--- src/rtl/ace_snoop_responder.sv ---
// ACE snoop responder: turns each AC snoop into a single cache lookup/update,
// answers on CR and, when data is transferred, streams the line on CD.
module ace_snoop_responder #(
  parameter int AddrWidth       = 64,
  parameter int DataWidth       = 64,
  parameter int DcacheLineWidth = 128
) (
  input  logic                       clk_i,
  input  logic                       rst_i,
  input  logic                       ac_valid_i,
  output logic                       ac_ready_o,
  input  logic [AddrWidth-1:0]       ac_addr_i,
  input  logic [3:0]                 ac_snoop_i,
  output logic                       cr_valid_o,
  input  logic                       cr_ready_i,
  output logic [4:0]                 cr_resp_o,
  output logic                       cd_valid_o,
  input  logic                       cd_ready_i,
  output logic [DataWidth-1:0]       cd_data_o,
  output logic                       cd_last_o,
  output logic                       cache_req_o,
  input  logic                       cache_gnt_i,
  output logic [AddrWidth-1:0]       cache_addr_o,
  output logic [1:0]                 cache_op_o,
  input  logic                       cache_rvalid_i,
  input  logic                       cache_hit_i,
  input  logic                       cache_dirty_i,
  input  logic                       cache_shared_i,
  input  logic [DcacheLineWidth-1:0] cache_data_i
);

  localparam int NBeats     = DcacheLineWidth / DataWidth;
  localparam int BeatWidth  = (NBeats > 1) ? $clog2(NBeats) : 1;
  localparam int OffsetBits = $clog2(DcacheLineWidth / 8);

  typedef enum logic [2:0] {
    IDLE,
    LOOKUP,
    WAIT_RSP,
    RESP,
    DATA
  } state_e;

  typedef enum logic [1:0] {
    OP_NONE              = 2'd0,
    OP_MAKE_SHARED_CLEAN = 2'd1,
    OP_INVALIDATE        = 2'd2
  } cache_op_e;

  state_e                     state_q, state_d;
  logic [AddrWidth-1:0]       addr_q;
  logic [3:0]                 snoop_q;
  logic [4:0]                 resp_q;
  logic [DcacheLineWidth-1:0] line_q;
  logic [BeatWidth-1:0]       beat_q;

  function automatic logic snoop_supported(input logic [3:0] code);
    case (code)
      4'b0000, 4'b0001, 4'b0010, 4'b0011,
      4'b0111, 4'b1000, 4'b1001, 4'b1101: return 1'b1;
      default:                            return 1'b0;
    endcase
  endfunction

  function automatic cache_op_e snoop_op(input logic [3:0] code);
    case (code)
      4'b0001, 4'b0010, 4'b0011, 4'b1000: return OP_MAKE_SHARED_CLEAN;
      4'b0111, 4'b1001, 4'b1101:          return OP_INVALIDATE;
      default:                            return OP_NONE;
    endcase
  endfunction

  // CRRESP = {WasUnique, IsShared, PassDirty, Error, DataTransfer}; a miss collapses to zero
  function automatic logic [4:0] snoop_resp(input logic [3:0] code, input logic hit,
                                            input logic dirty, input logic shared);
    logic dt;
    logic pd;
    logic is_shared;
    dt        = hit;
    pd        = hit & dirty;
    is_shared = hit;
    case (code)
      4'b0000:          pd = 1'b0;
      4'b0111, 4'b1001: is_shared = 1'b0;
      4'b1000:          dt = hit & dirty;
      4'b1101: begin
        dt        = 1'b0;
        pd        = 1'b0;
        is_shared = 1'b0;
      end
      default: ;
    endcase
    return {hit & ~shared, is_shared, pd, 1'b0, dt};
  endfunction

  always_ff @(posedge clk_i or posedge rst_i) begin
    if (rst_i) state_q <= IDLE;
    else       state_q <= state_d;
  end

  always_comb begin
    state_d      = state_q;
    ac_ready_o   = 1'b0;
    cr_valid_o   = 1'b0;
    cr_resp_o    = '0;
    cd_valid_o   = 1'b0;
    cd_data_o    = '0;
    cd_last_o    = 1'b0;
    cache_req_o  = 1'b0;
    cache_addr_o = '0;
    cache_op_o   = OP_NONE;
    unique case (state_q)
      IDLE: begin
        ac_ready_o = 1'b1;
        if (ac_valid_i) state_d = snoop_supported(ac_snoop_i) ? LOOKUP : RESP;
      end
      LOOKUP: begin
        cache_req_o  = 1'b1;
        cache_addr_o = (addr_q >> OffsetBits) << OffsetBits;
        cache_op_o   = snoop_op(snoop_q);
        if (cache_gnt_i) state_d = WAIT_RSP;
      end
      WAIT_RSP: begin
        if (cache_rvalid_i) state_d = RESP;
      end
      RESP: begin
        cr_valid_o = 1'b1;
        cr_resp_o  = resp_q;
        if (cr_ready_i) state_d = resp_q[0] ? DATA : IDLE;
      end
      DATA: begin
        cd_valid_o = 1'b1;
        cd_data_o  = line_q[DataWidth-1:0];
        cd_last_o  = (beat_q == BeatWidth'(NBeats - 1));
        if (cd_ready_i && cd_last_o) state_d = IDLE;
      end
      default: state_d = IDLE;
    endcase
  end

  // The line is shifted down on each accepted beat so the current beat always sits at the bottom
  always_ff @(posedge clk_i or posedge rst_i) begin
    if (rst_i) begin
      addr_q  <= '0;
      snoop_q <= '0;
      resp_q  <= '0;
      line_q  <= '0;
      beat_q  <= '0;
    end else begin
      case (state_q)
        IDLE: begin
          if (ac_valid_i) begin
            addr_q  <= ac_addr_i;
            snoop_q <= ac_snoop_i;
            beat_q  <= '0;
            resp_q  <= snoop_supported(ac_snoop_i) ? 5'b00000 : 5'b00010;
          end
        end
        WAIT_RSP: begin
          if (cache_rvalid_i) begin
            resp_q <= snoop_resp(snoop_q, cache_hit_i, cache_dirty_i, cache_shared_i);
            line_q <= cache_data_i;
          end
        end
        DATA: begin
          if (cd_ready_i) begin
            beat_q <= beat_q + 1'b1;
            line_q <= line_q >> DataWidth;
          end
        end
        default: ;
      endcase
    end
  end

endmodule

--- config.mk ---
export PLATFORM = sky130hd
export DESIGN_NAME = ace_snoop_responder
export DESIGN_NICKNAME = d
export VERILOG_FILES = /design/src/rtl/ace_snoop_responder.sv
export SDC_FILE = /design/constraint.sdc
export NUM_CORES = 1
export LEC_CHECK = 0
export ABC_AREA = 1
export CAP_MARGIN = 20
export CORE_MARGIN = 2
export CORE_UTILIZATION = 45
export CTS_BUF_LIST = sky130_fd_sc_hd__clkbuf_4 sky130_fd_sc_hd__clkbuf_8 sky130_fd_sc_hd__clkbuf_16
export CTS_CLUSTER_DIAMETER = 80
export DETAILED_ROUTE_END_ITERATION = 8
export GPL_TIMING_DRIVEN = 0
export PLACE_DENSITY = 0.87
export SYNTH_ARGS = -nofsm -noshare
export SYNTH_HDL_FRONTEND = slang
export SYNTH_SLANG_ARGS = --single-unit
--- constraint.sdc ---
create_clock -name clk_i -period 19.2 [get_ports clk_i]
set_input_delay 4.8 -clock clk_i [delete_from_list [all_inputs] [get_ports clk_i]]
set_output_delay 4.8 -clock clk_i [all_outputs]
set_load 0.01 [all_outputs]
==> run summary <==
* **critical path's slowest cell** clkdlybuf4s50_1
* **Synth top area share** 0.498
* **max-slew headroom at the worst pin** 0.544
* **leakage power** 6.83 nW
* **Yosys warning total** 0
* **parity-gate share of the synthesized area counting xor and xnor cells** 0.000867
* **total clock buffers created by CTS** 22
* **Root Buffer Master** clkbuf_16
* **overall overflow remaining after global route** 0
* **area taken by multi-input logic gates** 3680 µm²
* **summed negative setup slack over all endpoints** 0 ns
* **async set or reset register ratio after synthesis** 1.00
* **Critical Setup Path Class** flip-flop to output port
* **Final Power** 2.04 mW
* **chain of cells forming the critical path** buf_6 -> nor2_4 -> nand2_4 -> buf_2 -> buf_4 -> buf_6 -> nor2_1 -> clkdlybuf4s50_1
* **most repeated cell in the gate-level netlist after synthesis** nand2_1
* **fraction of the cycle the final worst path needs** 0.390
* **setup repair after global routing missed its margin** false
* **highest cell delay on the worst timing path** 0.59 ns
* **final-layout fill cell count** 1615
* **final setup skew** 0.00648 ns
* **number of placement rows** 54
* **hold buffers post-CTS** 0
* **overall die area** 23700 µm²
* **total DRC errors in the routed layout** 0
* **clock sink count** 201
* **Hold Path Stages** 2
* **Post-Synthesis Cells** 1194
* **Setup crit start kind** flip-flop
* **Worst setup EP type** output port
* **overall routed net length** 29.6 mm
* **Adder-Cell Fraction of Synth Area** 0
* **endpoint required time on the critical path** 14.40 ns
* **final instance area** 14800 µm²
* **fraction of the mapped netlist area in compound gates** 0.181
* **Max rail drop VDD** 88.3 µV
* **total buffers and inverters traversed by the critical path** 5
* **endpoint arrival time on the critical path** 2.69 ns
* **CTS tree** built
* **initial cell density of the core** 0.460
* **achievable frequency** 133 MHz
* **initial antenna violation count** 1
* **clock-pin slew of the registers on the worst-case setup and hold paths** 0.06 ns
* **source of the worst register-to-register timing path** state_q[0]
* **Slew Viols, Final** 0
* **number of nets in the layout** 1765
* **Port Buffers** 337
* **multiplexer fraction of the synthesized cell area** 0
* **via count of the first global-routing pass** 9515
* **most common cell type on the critical path** buf_6
* **detailed-route wire length per cell** 15.9 µm
* **fraction of layout instances using a drive strength above 1** 0.180
* **setup slack, reg-to-reg** 17.36 ns
* **TritonRoute pass-1 iters** 5
* **worst-skew pair later-pin latency** 0.50 ns
* **post-synthesis area per instance** 8.46 µm²
* **Cell Area, Synth** 10100 µm²
* **total vias in the final route** 9148
* **Post CTS Setup Buffer Count** 0
* **number of buffers between clock root and the deepest sink** 3
* **result of the run** finished clean
* **Detail Route Antenna Nets** 0
* **pin count of the biggest net entering global routing** 132
* **top area cells in the synthesized netlist** dfrtp_1 (50%), o21ai_2 (11%), nand2_1 (9.1%)
* **vias per std cell** 4.93
* **deepest level of the CTS H-tree** 1
* **horizontal extent of the die** 154 µm
* **Die Height** 154 µm
* **final hold vios** 0
* **Core Footprint** 22000 µm²
* **Sequential cell area** 5030 µm²
* **sequential area share after synthesis** 0.498
* **num ports** 346
* **terminating pin of the worst hold path** resp_q[0]
* **final period demand of the worst path** 7.49 ns
* **iteration-0 DRC count of the detailed router** 474
* **worst-path fanout max** 10
* **first-pass GRT wire length** 48.0 mm
* **post-synth cell types** 27
* **Max Cap Violations** 0
* **class of the most critical hold timing path** flip-flop to flip-flop
* **RePlAce Congestion** 0.905
* **number of gates resized after CTS** 0
* **DP HPWL** 21.7 mm
* **dpl cell area** 13900 µm²
* **cell taking the most area after synthesis** dfrtp_1
* **number of storage elements in the synthesis netlist** 201
* **CP top delay family** buffers and inverters
* **Min-Delay Startpoint** resp_q[0]
* **Worst Reg-to-Reg Cells** 7
* **largest family of logic cells by synthesized area** simple AND/OR/NAND/NOR gates
* **power per cell area** 138 nW/µm²
* **basic-gate share of the synthesized area counting and, or, nand and nor cells** 0.181
* **global routing usage summed across all routing layers** 0.251
* **most instantiated flip-flop cell in the synthesis netlist** dfrtp_1
* **area delta synth->final** 46.1%
* **EDFF count, synth** 0
* **Setup Viol. Count Final** 0
* **actual slew at the worst max-slew pin** 0.684 ns
* **most common library cells after synthesis** nand2_1 (244), inv_1 (206), dfrtp_1 (201)
* **capturing point of the worst reg2reg path** line_q[104]
-- cell families (layout without fill, tap and decap cells) --
family,Yosys count,in the layout
XOR/XNOR,1,1
flip-flops,201,201
AND/OR/NAND/NOR,442,442
AO/OA/AOI/OAI,266,266
buffers and inverters,283,661
other,1,5
-- worst max-delay path by stage --
stage	from	to	slack [ns]	cells after the start
6_report	state_q[1]	cd_data_o[37]	11.71	8
5_1_grt	state_q[1]	cd_data_o[37]	11.61	8
4_1_cts	state_q[1]	cd_data_o[37]	11.67	8
2_1_floorplan	rst_i	addr_q[10]	8.92	1
3_3_place_gp	rst_i	line_q[83]	6.37	2
3_5_place_dp	state_q[1]	cd_data_o[37]	12.24	8
-- report_power, final --
part	switching (mW)	internal [mW]	leakage [nW]
Clock	0.177	0.331	0.431
Combinational	0.484	0.357	3.91
Sequential	0.0599	0.626	2.48
Total	0.721	1.31	6.83
-- tightest hold or removal path, stage by stage (launching register included) --
cell,delay [ns]
dfrtp_1,0.35
nand2_1,0.06
nand2_1,0.06
-- routing by layer --
metal	wire length (µm)	global-route usage	vias up	share of wire
li1	-	-	4355	-
met1	11200	0.298	4319	0.38
met2	14800	0.434	385	0.50
met3	2340	0.0626	89	0.079
met4	1240	0.111	0	0.042
met5	0	0	-	0
-- layout make-up --
type	count	share of cell area
clock buffer	30	0.0438
clock inverter	10	0.0159
sequential	201	0.341
inverter	210	0.0541
timing repair buffer	338	0.230
antenna	1	0.000170
multi-input combinational	713	0.249
tap	280	0.0237
buffer	73	0.0417
-- stage by stage --
stage / instances / utilization / hold WS (ns) / setup WS [ns]
detailed placement: 1815 / 0.632 / 0.483 / 12.24
global placement: 1814 / 0.630 / 0.468 / 6.37
global route: 1856 / 0.672 / 0.521 / 11.61
CTS: 1855 / 0.672 / 0.497 / 11.67
floorplan: 1197 / - / 0.449 / 8.92
finish: 1856 / 0.672 / 0.498 / 11.71
-- state kept, by name (all words and copies together), names as in the netlist --
register and count:
addr_q 60, beat_q 1, line_q 128, resp_q 5, snoop_q 4, state_q 3
-- placed cells by master (no fill, tap or decap), types with 2 or more instances in the layout --
cell type        Yosys  layout
clkdlybuf4s50_1      0     337
nand2_1            244     244
inv_1              206     205
dfrtp_1            201     201
nor2_1             137     137
o21ai_2            132     132
o21ai_0            105     105
nand2_2             40      40
o21ai_1             26      26
buf_2               23      23
clkbuf_16            0      23
buf_6               16      16
clkbuf_1            14      14
buf_8               14      14
nand3_1              9       9
bufinv_16            0       7
buf_4                5       5
nand3b_1             4       4
conb_1               1       4
clkbuf_4             0       4
inv_2                3       3
nand2_4              3       3
a21oi_1              3       3
clkbuf_8             0       3
clkinv_4             0       2
(Power assumes the default switching activity.)
